**config.mk**
```make
export PLATFORM = sky130hd
export DESIGN_NAME = bus_source_arbiter_flat
export DESIGN_NICKNAME = d
export VERILOG_FILES = /design/src/rtl/bus_source_arbiter_if.sv /design/src/rtl/bus_source_arbiter.sv /design/src/flat_wrapper.sv
export SDC_FILE = /design/constraint.sdc
export NUM_CORES = 1
export LEC_CHECK = 0
export ABC_AREA = 1
export BUFFER_PORTS_ARGS = -buffer_cell sky130_fd_sc_hd__buf_2
export CORE_ASPECT_RATIO = 0.6
export CORE_UTILIZATION = 52
export DETAILED_ROUTE_END_ITERATION = 10
export PLACE_DENSITY = 0.88
export SYNTH_ARGS = -nofsm -noshare
export SYNTH_HDL_FRONTEND = slang
export SYNTH_SLANG_ARGS = --single-unit
```
**constraint.sdc**
```tcl
create_clock -name clock -period 3.5 [get_ports clock]
set_clock_uncertainty 0.05 [all_clocks]
set_input_delay 0.175 -clock clock [delete_from_list [all_inputs] [get_ports clock]]
set_output_delay 0.175 -clock clock [all_outputs]
set_load 0.01 [all_outputs]
```
**src/rtl/bus_source_arbiter_if.sv**
```systemverilog
// Bundle of source request/data lines and the registered bus outputs of bus_source_arbiter.
// master = source side (register file / immediate path), slave = the arbiter.
interface bus_source_arbiter_if #(
  parameter int WIDTH = 16,
  parameter int NSRC  = 10
) ();
  logic [NSRC*WIDTH-1:0] src_data;
  logic [NSRC-1:0]       src_req;
  logic [NSRC-1:0]       grant;
  logic [WIDTH-1:0]      bus;
  logic                  bus_valid;
  logic [7:0]            collisions;

  modport master (
    output src_data, src_req,
    input  grant, bus, bus_valid, collisions
  );

  modport slave (
    input  src_data, src_req,
    output grant, bus, bus_valid, collisions
  );
endinterface

```
**src/rtl/bus_source_arbiter.sv**
```systemverilog
// Registered multi-source datapath bus arbiter with hold limit and collision counter.
// Define BUS_ARB_ROUND_ROBIN_EN for round-robin selection; default is fixed lowest-index priority.
//
//   state | meaning
//   IDLE  | no owner, bus driven to zero, bus_valid low
//   OWNED | source own_q owns the bus, hold_q counts consecutive contested cycles
module bus_source_arbiter #(
  parameter int WIDTH    = 16,
  parameter int NSRC     = 10,
  parameter int MAX_HOLD = 8
) (
  input  logic                   clock,
  input  logic                   reset,
  bus_source_arbiter_if.slave    bif
);

  localparam int IW = (NSRC > 1) ? $clog2(NSRC) : 1;
  localparam int HW = $clog2(MAX_HOLD + 1);

  typedef enum logic {
    IDLE  = 1'b0,
    OWNED = 1'b1
  } state_t;

  state_t            state_q, state_d;
  logic [IW-1:0]     own_q, own_d;
  logic [HW-1:0]     hold_q, hold_d;
  logic [NSRC-1:0]   req;
  logic [NSRC-1:0]   own_mask;
  logic [NSRC-1:0]   others;
  logic [NSRC-1:0]   pick_mask;
  logic [IW-1:0]     win;
  logic              win_ok;
  logic              decide;
  logic              multi;

  logic [NSRC-1:0]   grant_q, grant_d;
  logic [WIDTH-1:0]  bus_q, bus_d;
  logic              valid_q, valid_d;
  logic [7:0]        coll_q, coll_d;

`ifdef BUS_ARB_ROUND_ROBIN_EN
  logic [IW-1:0]     rr_ptr_q;
`endif

  assign req = bif.src_req;

  always_comb begin
    own_mask        = '0;
    own_mask[own_q] = 1'b1;
  end

  // When the owner has released, others equals req, so one mask serves all decisions.
  assign others    = (state_q == OWNED) ? (req & ~own_mask) : req;
  assign pick_mask = others;
  assign multi     = |(req & (req - NSRC'(1)));

  // Winner search: descending loop so the first hit in scan order is the last assignment.
  always_comb begin
    win    = '0;
    win_ok = 1'b0;
`ifdef BUS_ARB_ROUND_ROBIN_EN
    for (int k = NSRC; k >= 1; k--) begin
      if (pick_mask[(int'(rr_ptr_q) + k) % NSRC]) begin
        win    = IW'((int'(rr_ptr_q) + k) % NSRC);
        win_ok = 1'b1;
      end
    end
`else
    for (int i = NSRC - 1; i >= 0; i--) begin
      if (pick_mask[i]) begin
        win    = IW'(i);
        win_ok = 1'b1;
      end
    end
`endif
  end

  always_ff @(posedge clock or posedge reset) begin
    if (reset) begin
      state_q  <= IDLE;
      own_q    <= '0;
      hold_q   <= '0;
      grant_q  <= '0;
      bus_q    <= '0;
      valid_q  <= 1'b0;
      coll_q   <= '0;
    end else begin
      state_q  <= state_d;
      own_q    <= own_d;
      hold_q   <= hold_d;
      grant_q  <= grant_d;
      bus_q    <= bus_d;
      valid_q  <= valid_d;
      coll_q   <= coll_d;
    end
  end

`ifdef BUS_ARB_ROUND_ROBIN_EN
  always_ff @(posedge clock or posedge reset) begin
    if (reset) begin
      rr_ptr_q <= IW'(NSRC - 1);
    end else if (state_d == OWNED) begin
      rr_ptr_q <= own_d;
    end
  end
`endif

  always_comb begin
    state_d = state_q;
    own_d   = own_q;
    hold_d  = hold_q;
    decide  = 1'b0;
    case (state_q)
      IDLE: begin
        if (win_ok) begin
          state_d = OWNED;
          own_d   = win;
          hold_d  = HW'(1);
          decide  = 1'b1;
        end
      end
      OWNED: begin
        if (!req[own_q]) begin
          decide = 1'b1;
          if (win_ok) begin
            own_d  = win;
            hold_d = HW'(1);
          end else begin
            state_d = IDLE;
            hold_d  = '0;
          end
        end else if (|others) begin
          if (hold_q == HW'(MAX_HOLD)) begin
            decide = 1'b1;
            own_d  = win;
            hold_d = HW'(1);
          end else begin
            hold_d = hold_q + HW'(1);
          end
        end else begin
          // Uncontested ownership does not age toward a forced handover.
          hold_d = HW'(1);
        end
      end
      default: begin
        state_d = IDLE;
        hold_d  = '0;
      end
    endcase
  end

  always_comb begin
    grant_d = '0;
    bus_d   = '0;
    valid_d = 1'b0;
    coll_d  = coll_q;
    if (state_d == OWNED) begin
      grant_d[own_d] = 1'b1;
      bus_d          = bif.src_data[int'(own_d) * WIDTH +: WIDTH];
      valid_d        = 1'b1;
    end
    if (decide && multi && (coll_q != 8'hFF)) begin
      coll_d = coll_q + 8'd1;
    end
  end

  assign bif.grant      = grant_q;
  assign bif.bus        = bus_q;
  assign bif.bus_valid  = valid_q;
  assign bif.collisions = coll_q;

endmodule

```
**src/flat_wrapper.sv**
```systemverilog
// flat-port wrapper written by rule: the top's interface ports become plain ports
module bus_source_arbiter_flat 
#(
  parameter int WIDTH    = 16,
  parameter int NSRC     = 10,
  parameter int MAX_HOLD = 8
)
  (clock, reset, bif_src_data, bif_src_req, bif_grant, bif_bus, bif_bus_valid, bif_collisions);
  bus_source_arbiter_if #(.WIDTH(WIDTH), .NSRC(NSRC)) bif_i ();
  input  logic clock;
  input  logic reset;
  input wire logic [$bits(bif_i.src_data)-1:0] bif_src_data;
  input wire logic [$bits(bif_i.src_req)-1:0] bif_src_req;
  output wire logic [$bits(bif_i.grant)-1:0] bif_grant;
  output wire logic [$bits(bif_i.bus)-1:0] bif_bus;
  output wire logic [$bits(bif_i.bus_valid)-1:0] bif_bus_valid;
  output wire logic [$bits(bif_i.collisions)-1:0] bif_collisions;
  assign bif_i.src_data = bif_src_data;
  assign bif_i.src_req = bif_src_req;
  assign bif_grant = bif_i.grant;
  assign bif_bus = bif_i.bus;
  assign bif_bus_valid = bif_i.bus_valid;
  assign bif_collisions = bif_i.collisions;
  bus_source_arbiter #(.WIDTH(WIDTH), .NSRC(NSRC), .MAX_HOLD(MAX_HOLD)) u_core (.clock(clock), .reset(reset), .bif(bif_i));
endmodule
```
==> flow_summary.yaml, run 1 <==
critical_path:
  r2r_cells: 16
  crit_family: "simple AND/OR/NAND/NOR gates"
  crit_path_frequent_cell: "nand2_1"
  worstReg2RegEnd: "u_core.bif.bus[15]"
  critPathBufInv: 3
  r2r-start: "u_core.own_q[3]"
  required_ns: 3.63
  arrival_ns: 3.05
  r2r_setup_slack_ns: 0.58
  critical_path.max_fanout: 35
  endpoint_kind: "register"
  endpoint: "u_core.bif.bus[15]"
  cpMaxStageDelayCell: "dfrtp_1"
  cp-start-kind: "register"
  cp.depth: 16
  critPathMaxStageDelay_ns: 0.48
  criticalPathCategory: "reg2reg"
  path_cells: "inv_1 > nand2_1 > o21ai_1 > nand2_1 > nor2_2 > nand3b_4 > nand2_4 > inv_2 > nor2_1 > nor2_4 > inv_2 > nand2_1 > nand2_1 > nand2_1 > nand2_1 > nor2_1"
  startpoint: "u_core.own_q[3]"
logic_synthesis:
  synth_cell_type_count: 34
  synth_cells: 758
  synthArstFlopShare_pct: 100.0
  yosysSeqAreaShare_pct: 24.49
  yosys.area_share.simple_pct: 51.51
  netlist_area_sq_mm: 0.004394
  syn_area_per_cell_sq_um: 5.797
  yosys_register_bits: 43
  synthFlopType: "dfrtp_1"
  synth-compound-area-share_pct: 6.122
  yosys_warnings: 0
  synthAdderAreaFrac_pct: 0.8542
  syn-num-nets: 933
  synth_top_family_by_area: "simple AND/OR/NAND/NOR gates"
  synth_xor_area_share_pct: 1.595
  synth_mux_area_share_pct: 0.5125
  synth-edff-count: 0
floorplanning:
  die_w_um: 120.7
  core.rowCount: 25
  start_util_pct: 54.66
  io_pins: 207
  die_h_um: 73.21
  die_area_sq_mm: 0.008834
  core-area_sq_mm: 0.008039
clocking:
  cts.sinks: 43
  cts-resized-gates: 0
  cts_tree: "built"
  post_cts_buffers: 0
  cts-root-buf: "clkbuf_16"
  clkSlewWorstSetupHoldPaths_ns: 0.06
  postCtsHoldBufs: 0
  clock_latency_ns: 0.29
  htree_levels: 2
  clk_path_buf_depth: 2
  cts_inserted_buffers: 5
placed_design:
  port_buffers: 206
  dp.final_hpwl_mm: 10.88
  gp_congestion: 0.8872
detailed_routing:
  drt-initial-drc-count: 380
  ant_nets: 0
  dr_total_vias: 5319
  wl_per_cell_um: 13.26
  drc: 0
  drt-vias-per-instance: 5.071
  routed_wl_mm: 13.91
  first_pass_iters: 5
power:
  leakagePower_nw: 3.543
  vdd_ir_drop_max_mv: 0.5922
  powerDensity_mw_per_mm2: 1033
layout:
  syn_to_final_growth_pct: 26.62
  most-common-layout-cells: "330 x nand2_1, 206 x buf_2, 101 x inv_1"
  fillers: 788
  layout_commonest_cell: "nand2_1"
  nets: 1115
  seq_area_sq_mm: 0.001076
  fin_util_pct: 69.21
  multiInputGateArea_sq_mm: 0.002673
  drive_above_1_share_pct: 26.78
  antenna_cells: 0
sta:
  tightestPinTransition_ns: 0.8954
  slew_headroom_pct: 40.22
  finalCritPeriodShare_pct: 83.46
  fin_crit_ns: 2.921
  finalHoldViolations: 0
  finalMaxSlewViolations: 0
  setup_viol: 0
  fmax_mhz: 342.3
  setup_tns_ns: 0
  rsz0062_at_grt: "no"
global_route:
  grt_first_pass_wirelength_mm: 22.33
  antenna_found_initial: 0
  grt.total_usage_pct: 32.23
  grt_max_degree: 65
  grt_pass1_vias: 4627
  grt_overflow: 0
worst_hold_path:
  hold_class: "in2async"
run:
  max-cap-violations: 0
status:
  status: "finished, final reports clean"
==> cells in the mapped netlist, drive strengths merged, types with 4 or more instances <==
master | count | area (sq um)
nor2 | 47 | 226.5
nand3b | 50 | 387.9
dfrtp | 43 | 1076
nand4 | 5 | 31.28
buf | 36 | 227.7
xnor2 | 4 | 35.03
nor3 | 6 | 30.03
inv | 111 | 416.7
o21ai | 17 | 96.35
nand3 | 62 | 310.3
a21oi | 23 | 115.1
nand2 | 335 | 1270
xor2 | 4 | 35.03
==> worst min-delay path by stage <==
| stage | start | cells after the start | to |
|---|---|---|---|
| 4_1_cts | reset | 2 | u_core.bif.grant[3] |
| 6_report | reset | 2 | u_core.bif.collisions[1] |
| 3_3_place_gp | reset | 2 | u_core.bif.collisions[1] |
| 2_1_floorplan | reset | 1 | u_core.bif.bus[0] |
| 5_1_grt | reset | 2 | u_core.bif.collisions[1] |
| 3_5_place_dp | reset | 2 | u_core.bif.collisions[1] |
==> per-stage QoR <==
stage	std cells	worst slack [ns]	total power (W)	area [sq um]	hold slack (ns)
6_report	1049	0.5788	0.005746	5564	0.02492
5_1_grt	1049	0.2670	0.006365	5564	0.1078
4_1_cts	1049	0.6200	0.005700	5564	0.05133
3_5_place_dp	1041	0.6447	0.005127	5391	0.3589
3_3_place_gp	1041	0.6363	0.005081	5391	0.3684
2_1_floorplan	758	1.185	0.004253	4394	0.3809
==> sequential cells by signal (all words and copies together) (netlist names) <==
signal                 flops
u_core.bif.bus            16
u_core.bif.grant          10
u_core.bif.collisions      8
u_core.hold_q              4
u_core.own_q               4
u_core.state_q             1
==> per-layer routing <==
| metal | GRT usage [%] | vias to the layer above | wire (um) |
|---|---|---|---|
| met5 | 0 | - | 0 |
| met3 | 5.469 | 21 | 1203 |
| li1 | - | 2690 | - |
| met1 | 47.57 | 2350 | 6545 |
| met2 | 49.81 | 258 | 5963 |
| met4 | 5.898 | 0 | 196 |
==> kinds of logic (layout without fill, tap and decap cells) <==
logic type | after synthesis | after routing
AO/OA/AOI/OAI | 46 | 46
AND/OR/NAND/NOR | 506 | 506
adder cells (fa/ha/maj) | 3 | 3
multiplexers | 2 | 2
XOR/XNOR | 8 | 8
buffers and inverters | 150 | 333
flip-flops | 43 | 43
==> final cells by class <==
type	count	share of cell area, %
clock inverters	3	0.8545
multi-input cells	565	48.03
repair buffers	214	19.61
well taps	108	2.429
clock buffers	5	2.249
flip-flops and latches	43	19.34
inverters	111	7.488
==> power breakdown <==
part,switching (W),internal [W]
registers,0.000145,0.000735
logic,0.00291,0.00140
clock network,0.000211,0.000341
total,0.00327,0.00248
Power figures use the tool's default switching activity.
==> inputs of run 2 (changes only) <==
CORE_UTILIZATION = 48   (was 52)
PLACE_DENSITY = 0.82   (was 0.88)
clock period = 2.75 ns   (was 3.5 ns; I/O delays follow)
==> flow_summary.yaml, run 2 (synthesized netlist as in run 1, its figures left out) <==
power:
  vdd_ir_drop_max_mv: 0.6900
  sw_frac_of_total_pct: 53.68
  leakagePower_nw: 3.698
  powerDensity_mw_per_mm2: 1392
  p_clk_share_pct: 8.6
  seq_power_share_pct: 13.6
  p_sw_w: 0.004423
  p_int_w: 0.003817
  p_total_w: 0.008240
  p_comb_share_pct: 77.8
floorplanning:
  die_h_um: 76.12
  die_area_sq_mm: 0.009554
  start_util_pct: 50.59
  core.rowCount: 26
  io_pins: 207
  core-area_sq_mm: 0.008686
  die_w_um: 125.5
detailed_routing:
  drt-vias-per-instance: 5.046
  routed_wl_mm: 14.68
  wl_per_cell_um: 13.76
  drt-initial-drc-count: 499
  drc: 14
  first_pass_iters: 10
  ant_nets: 0
  dr_total_vias: 5384
critical_path:
  r2r-start: "u_core.own_q[2]"
  crit_path_frequent_cell: "nand2_1"
  critical_path.max_fanout: 32
  critPathMaxStageDelay_ns: 0.42
  criticalPathCategory: "reg2reg"
  r2r_cells: 18
  required_ns: 2.88
  worstReg2RegEnd: "u_core.bif.bus[2]"
  crit_family: "simple AND/OR/NAND/NOR gates"
  cp.depth: 18
  path_cells: "nor2_2 > nand2_1 > o21ai_1 > nand2_1 > nor2_4 > nand3b_4 > nand2_4 > nor2_2 > nand2_4 > buf_12 > clkbuf_16 > nand3b_1 > nand2_1 > nand2_1 > nand2_1 > nand2_1 > nand2_1 > nor2_1"
  endpoint_kind: "register"
  r2r_setup_slack_ns: 0.16
  cp-start-kind: "register"
  cpMaxStageDelayCell: "dfrtp_1"
  critPathBufInv: 2
  arrival_ns: 2.72
worst_hold_path:
  hold_class: "in2async"
clocking:
  clk_path_buf_depth: 2
  cts.sinks: 43
  cts_inserted_buffers: 5
  clkSlewWorstSetupHoldPaths_ns: 0.07
  htree_levels: 2
  postCtsHoldBufs: 0
  clock_latency_ns: 0.29
  cts-root-buf: "clkbuf_16"
  cts_tree: "built"
layout:
  syn_to_final_growth_pct: 34.68
  largest_register_ffs: 16
  drive_above_1_share_pct: 28.80
  fillers: 831
  nets: 1129
  layout_commonest_cell: "nand2_1"
  finalInstanceArea_sq_mm: 0.005918
  most-common-layout-cells: "330 x nand2_1, 206 x buf_2, 101 x inv_1"
  antenna_cells: 0
global_route:
  grt_overflow: 0
  grt.total_usage_pct: 29.54
  grt_max_degree: 65
  grt_pass1_vias: 4665
  grt_first_pass_wirelength_mm: 22.80
  antenna_found_initial: 0
placed_design:
  gp_congestion: 0.8859
  dp.final_hpwl_mm: 10.76
  port_buffers: 206
  dpl_cell_area_sq_mm: 0.005562
run:
  max-cap-violations: 0
sta:
  tightestPinTransition_ns: 0.9013
  fmax_mhz: 386.4
  fin_crit_ns: 2.588
  setup_viol: 0
  finalCritPeriodShare_pct: 94.12
  slew_headroom_pct: 39.83
  holdWs_ns: -0.01690
  finalMaxSlewViolations: 0
  finalHoldViolations: 35
status:
  violations: "DRC, hold timing"
  status: "complete, but fails checks"
-- run 2: cell count changes in the layout (fill, tap and decap cells not counted), sizes merged --
cell    previous run  this run
buf              214       224
clkbuf             5         9
-- run 2: power by group through the flow --
stage          Sequential (W)  Combinational, W  Clock (W)
2_1_floorplan         0.00118           0.00423          0
3_3_place_gp          0.00112           0.00581          0
3_5_place_dp          0.00112           0.00585          0
4_1_cts               0.00112           0.00588   0.000713
5_1_grt               0.00115           0.00712   0.000744
6_report              0.00112           0.00641   0.000709
-- run 2: per-stage QoR --
| stage | std cells | worst slack, ns | utilization [%] | setup TNS, ns |
|---|---|---|---|---|
| 6_report | 1067 | 0.1617 | 68.14 | 0 |
| 5_1_grt | 1067 | -0.01647 | 68.14 | -0.03117 |
| 3_5_place_dp | 1052 | 0.08521 | 64.03 | 0 |
| 3_3_place_gp | 1052 | 0.02147 | 64.03 | 0 |
| 4_1_cts | 1060 | 0.06721 | 66.02 | 0 |
| 2_1_floorplan | 758 | 0.4353 | - | 0 |
-- run 2: cell type report --
cell class                 instances  area [sq um]  share of cell area (%)
clock inverter                     3         47.55                  0.8034
clock buffer                       5         125.1                   2.114
inverter                         111         416.7                   7.040
timing repair buffer             228          1391                   23.51
tap                              112         140.1                   2.368
sequential                        43          1079                   18.22
multi-input combinational        565          2719                   45.94
-- run 2: how the worst max path moves through the flow --
| stage | start | end |
|---|---|---|
| finish | u_core.own_q[2] | u_core.bif.bus[2] |
| global route | u_core.own_q[3] | u_core.bif.bus[12] |
| CTS | u_core.own_q[0] | u_core.bif.bus[12] |
| detailed placement | u_core.own_q[0] | u_core.bif.bus[12] |
| global placement | u_core.own_q[0] | u_core.bif.bus[12] |
| floorplan | u_core.state_q | u_core.bif.bus[13] |
-- run 2: per-layer routing --
layer  global-route usage, %  routed length, um
met5                       0                  0
met4                   5.244                106
met3                   3.722               1045
met2                   46.44               6417
met1                   43.50               7112
-- run 2: what timing repair did --
| action | CTS | global route |
|---|---|---|
| endpoints found under the setup margin | 0 | 17 |
| gates resized for setup | 0 | 15 |
| endpoints found under the hold margin | 0 | 0 |
| setup buffers | 0 | 3 |
-- run 2: worst register-to-register path: stages (launching register included) --
cell and delay, ns:
dfrtp_1 0.42, nor2_2 0.14, nand2_1 0.13, o21ai_1 0.22, nand2_1 0.14, nor2_4 0.17
nand3b_4 0.10, nand2_4 0.11, nor2_2 0.06, nand2_4 0.14, buf_12 0.13, clkbuf_16 0.21
nand3b_1 0.10, nand2_1 0.07, nand2_1 0.05, nand2_1 0.06, nand2_1 0.05, nand2_1 0.09
nor2_1 0.05
==> inputs of run 3 (changes only) <==
CORE_UTILIZATION = 52   (was 48)
PLACE_DENSITY = 0.88   (was 0.82)
clock period = 3 ns   (was 2.75 ns; I/O delays follow)
==> flow_summary.yaml, run 3 (synthesized netlist as in run 1, its figures left out) <==
critical_path:
  r2r_cells: 17
  cp.depth: 17
  endpoint: "u_core.bif.bus[11]"
  required_ns: 3.13
  critPathMaxStageDelay_ns: 0.48
  criticalPathCategory: "reg2reg"
  crit_family: "simple AND/OR/NAND/NOR gates"
  critPathBufInv: 3
  endpoint_kind: "register"
  crit_path_frequent_cell: "nand2_1"
  r2r_setup_slack_ns: 0.20
  startpoint: "u_core.own_q[3]"
  cpMaxStageDelayCell: "dfrtp_1"
  arrival_ns: 2.93
  critical_path.max_fanout: 11
  path_cells: "nor2_4 > nand2_2 > o21ai_1 > nand2_1 > nor2_4 > nand3b_4 > nand2_4 > inv_2 > nor2_1 > nor2_4 > inv_2 > buf_4 > nand2_1 > nand2_1 > nand2_1 > nand2_1 > nor2_1"
  worstReg2RegEnd: "u_core.bif.bus[11]"
  r2r-start: "u_core.own_q[3]"
  cp-start-kind: "register"
global_route:
  grt.total_usage_pct: 31.38
  grt_pass1_vias: 4731
  antenna_found_initial: 0
  grt_first_pass_wirelength_mm: 21.85
  grt_max_degree: 68
  grt_overflow: 0
detailed_routing:
  first_pass_iters: 5
  drc: 0
  drt-initial-drc-count: 533
  drt-vias-per-instance: 5.163
  dr_total_vias: 5431
  wl_per_cell_um: 13.40
  ant_nets: 0
  routed_wl_mm: 14.10
worst_hold_path:
  hold_class: "in2async"
status:
  violations: "hold timing"
  status: "complete, but fails checks"
floorplanning:
  start_util_pct: 54.66
  core.rowCount: 25
  die_h_um: 73.21
  io_pins: 207
  die_w_um: 120.7
  core-area_sq_mm: 0.008039
  die_area_sq_mm: 0.008834
placed_design:
  place_ws_ns: 0.1789
  gp_congestion: 0.9438
  dp.final_hpwl_mm: 10.63
  port_buffers: 206
  dp.cells: 1043
sta:
  finalCritPeriodShare_pct: 93.26
  slew_headroom_pct: 40.84
  setup_viol: 0
  rsz0062_at_grt: "no"
  holdWs_ns: -0.001771
  finalHoldViolations: 1
  finalMaxSlewViolations: 0
  setup_ws_ns: 0.2021
  tightestPinTransition_ns: 0.8861
  fmax_mhz: 357.4
  fin_crit_ns: 2.798
  setup_tns_ns: 0
clocking:
  clock_latency_ns: 0.29
  cts-root-buf: "clkbuf_16"
  cts_inserted_buffers: 5
  cts.sinks: 43
  postCtsHoldBufs: 0
  cts_tree: "built"
  htree_levels: 2
  clkSlewWorstSetupHoldPaths_ns: 0.06
  clk_path_buf_depth: 2
layout:
  largest_register_ffs: 16
  drive_above_1_share_pct: 27.01
  fin_cells: 1052
  most-common-layout-cells: "330 x nand2_1, 206 x buf_2, 101 x inv_1"
  layout_commonest_cell: "nand2_1"
  antenna_cells: 0
  syn_to_final_growth_pct: 28.87
  nets: 1118
run:
  max-cap-violations: 0
power:
  p_total_w: 0.006990
  powerDensity_mw_per_mm2: 1234
  seq_power_share_pct: 14.7
  p_clk_share_pct: 9.3
  vdd_ir_drop_max_mv: 0.6525
  p_int_w: 0.003093
  p_comb_share_pct: 76.1
  leakagePower_nw: 3.587
  sw_frac_of_total_pct: 55.75
  p_sw_w: 0.003897
-- run 3: cell types whose count changed in the layout (fill, tap and decap cells not counted), moves of 3 or more --
cell / previous run / this run
nor2_1: 34 / 37
o21ai_2: 4 / 0
buf_12: 10 / 3
clkbuf_16: 9 / 6
o21ai_1: 6 / 9
nor2_2: 6 / 3
-- run 3: per-stage QoR --
stage	util (%)	instance area [sq um]
2_1_floorplan	-	4394
3_3_place_gp	67.72	5444
3_5_place_dp	67.72	5444
4_1_cts	69.93	5622
5_1_grt	70.44	5663
6_report	70.44	5663
-- run 3: worst min-delay path by stage --
stage | startpoint | to | depth (start not counted) | slack, ns
finish | reset | u_core.bif.bus[9] | 2 | -0.002
CTS | reset | u_core.bif.collisions[0] | 2 | 0.03
detailed placement | reset | u_core.bif.bus[9] | 2 | 0.34
global route | reset | u_core.bif.grant[7] | 2 | 0.09
global placement | reset | u_core.bif.grant[3] | 2 | 0.34
floorplan | reset | u_core.bif.bus[0] | 1 | 0.36
-- run 3: area by class of cell --
cell class | count | area (sq um)
well taps | 108 | 135.1
multi-input cells | 565 | 2683
fillers | 742 | 2376
clock inverters | 2 | 38.79
clock buffers | 6 | 138.9
repair buffers | 217 | 1172
inverters | 111 | 419.2
flip-flops and latches | 43 | 1076
-- run 3: routing by layer --
metal	GRT usage [%]	vias up	wire length, um
met2	50.38	273	6220
met4	6.996	0	213
li1	-	2692	-
met5	0	-	0
met3	5.391	22	1219
met1	44.41	2444	6444
-- run 3: power groups by stage --
stage | Clock [W] | Sequential, W | Combinational, W
2_1_floorplan | 0 | 0.00108 | 0.00388
3_3_place_gp | 0 | 0.00103 | 0.00502
3_5_place_dp | 0 | 0.00103 | 0.00511
4_1_cts | 0.000657 | 0.00102 | 0.00514
5_1_grt | 0.000685 | 0.00105 | 0.00597
6_report | 0.000648 | 0.00103 | 0.00532
-- run 3: timing repair --
item	in CTS	in global routing
resized for setup	0	6
buffers inserted	0	0
setup endpoints to repair	0	16
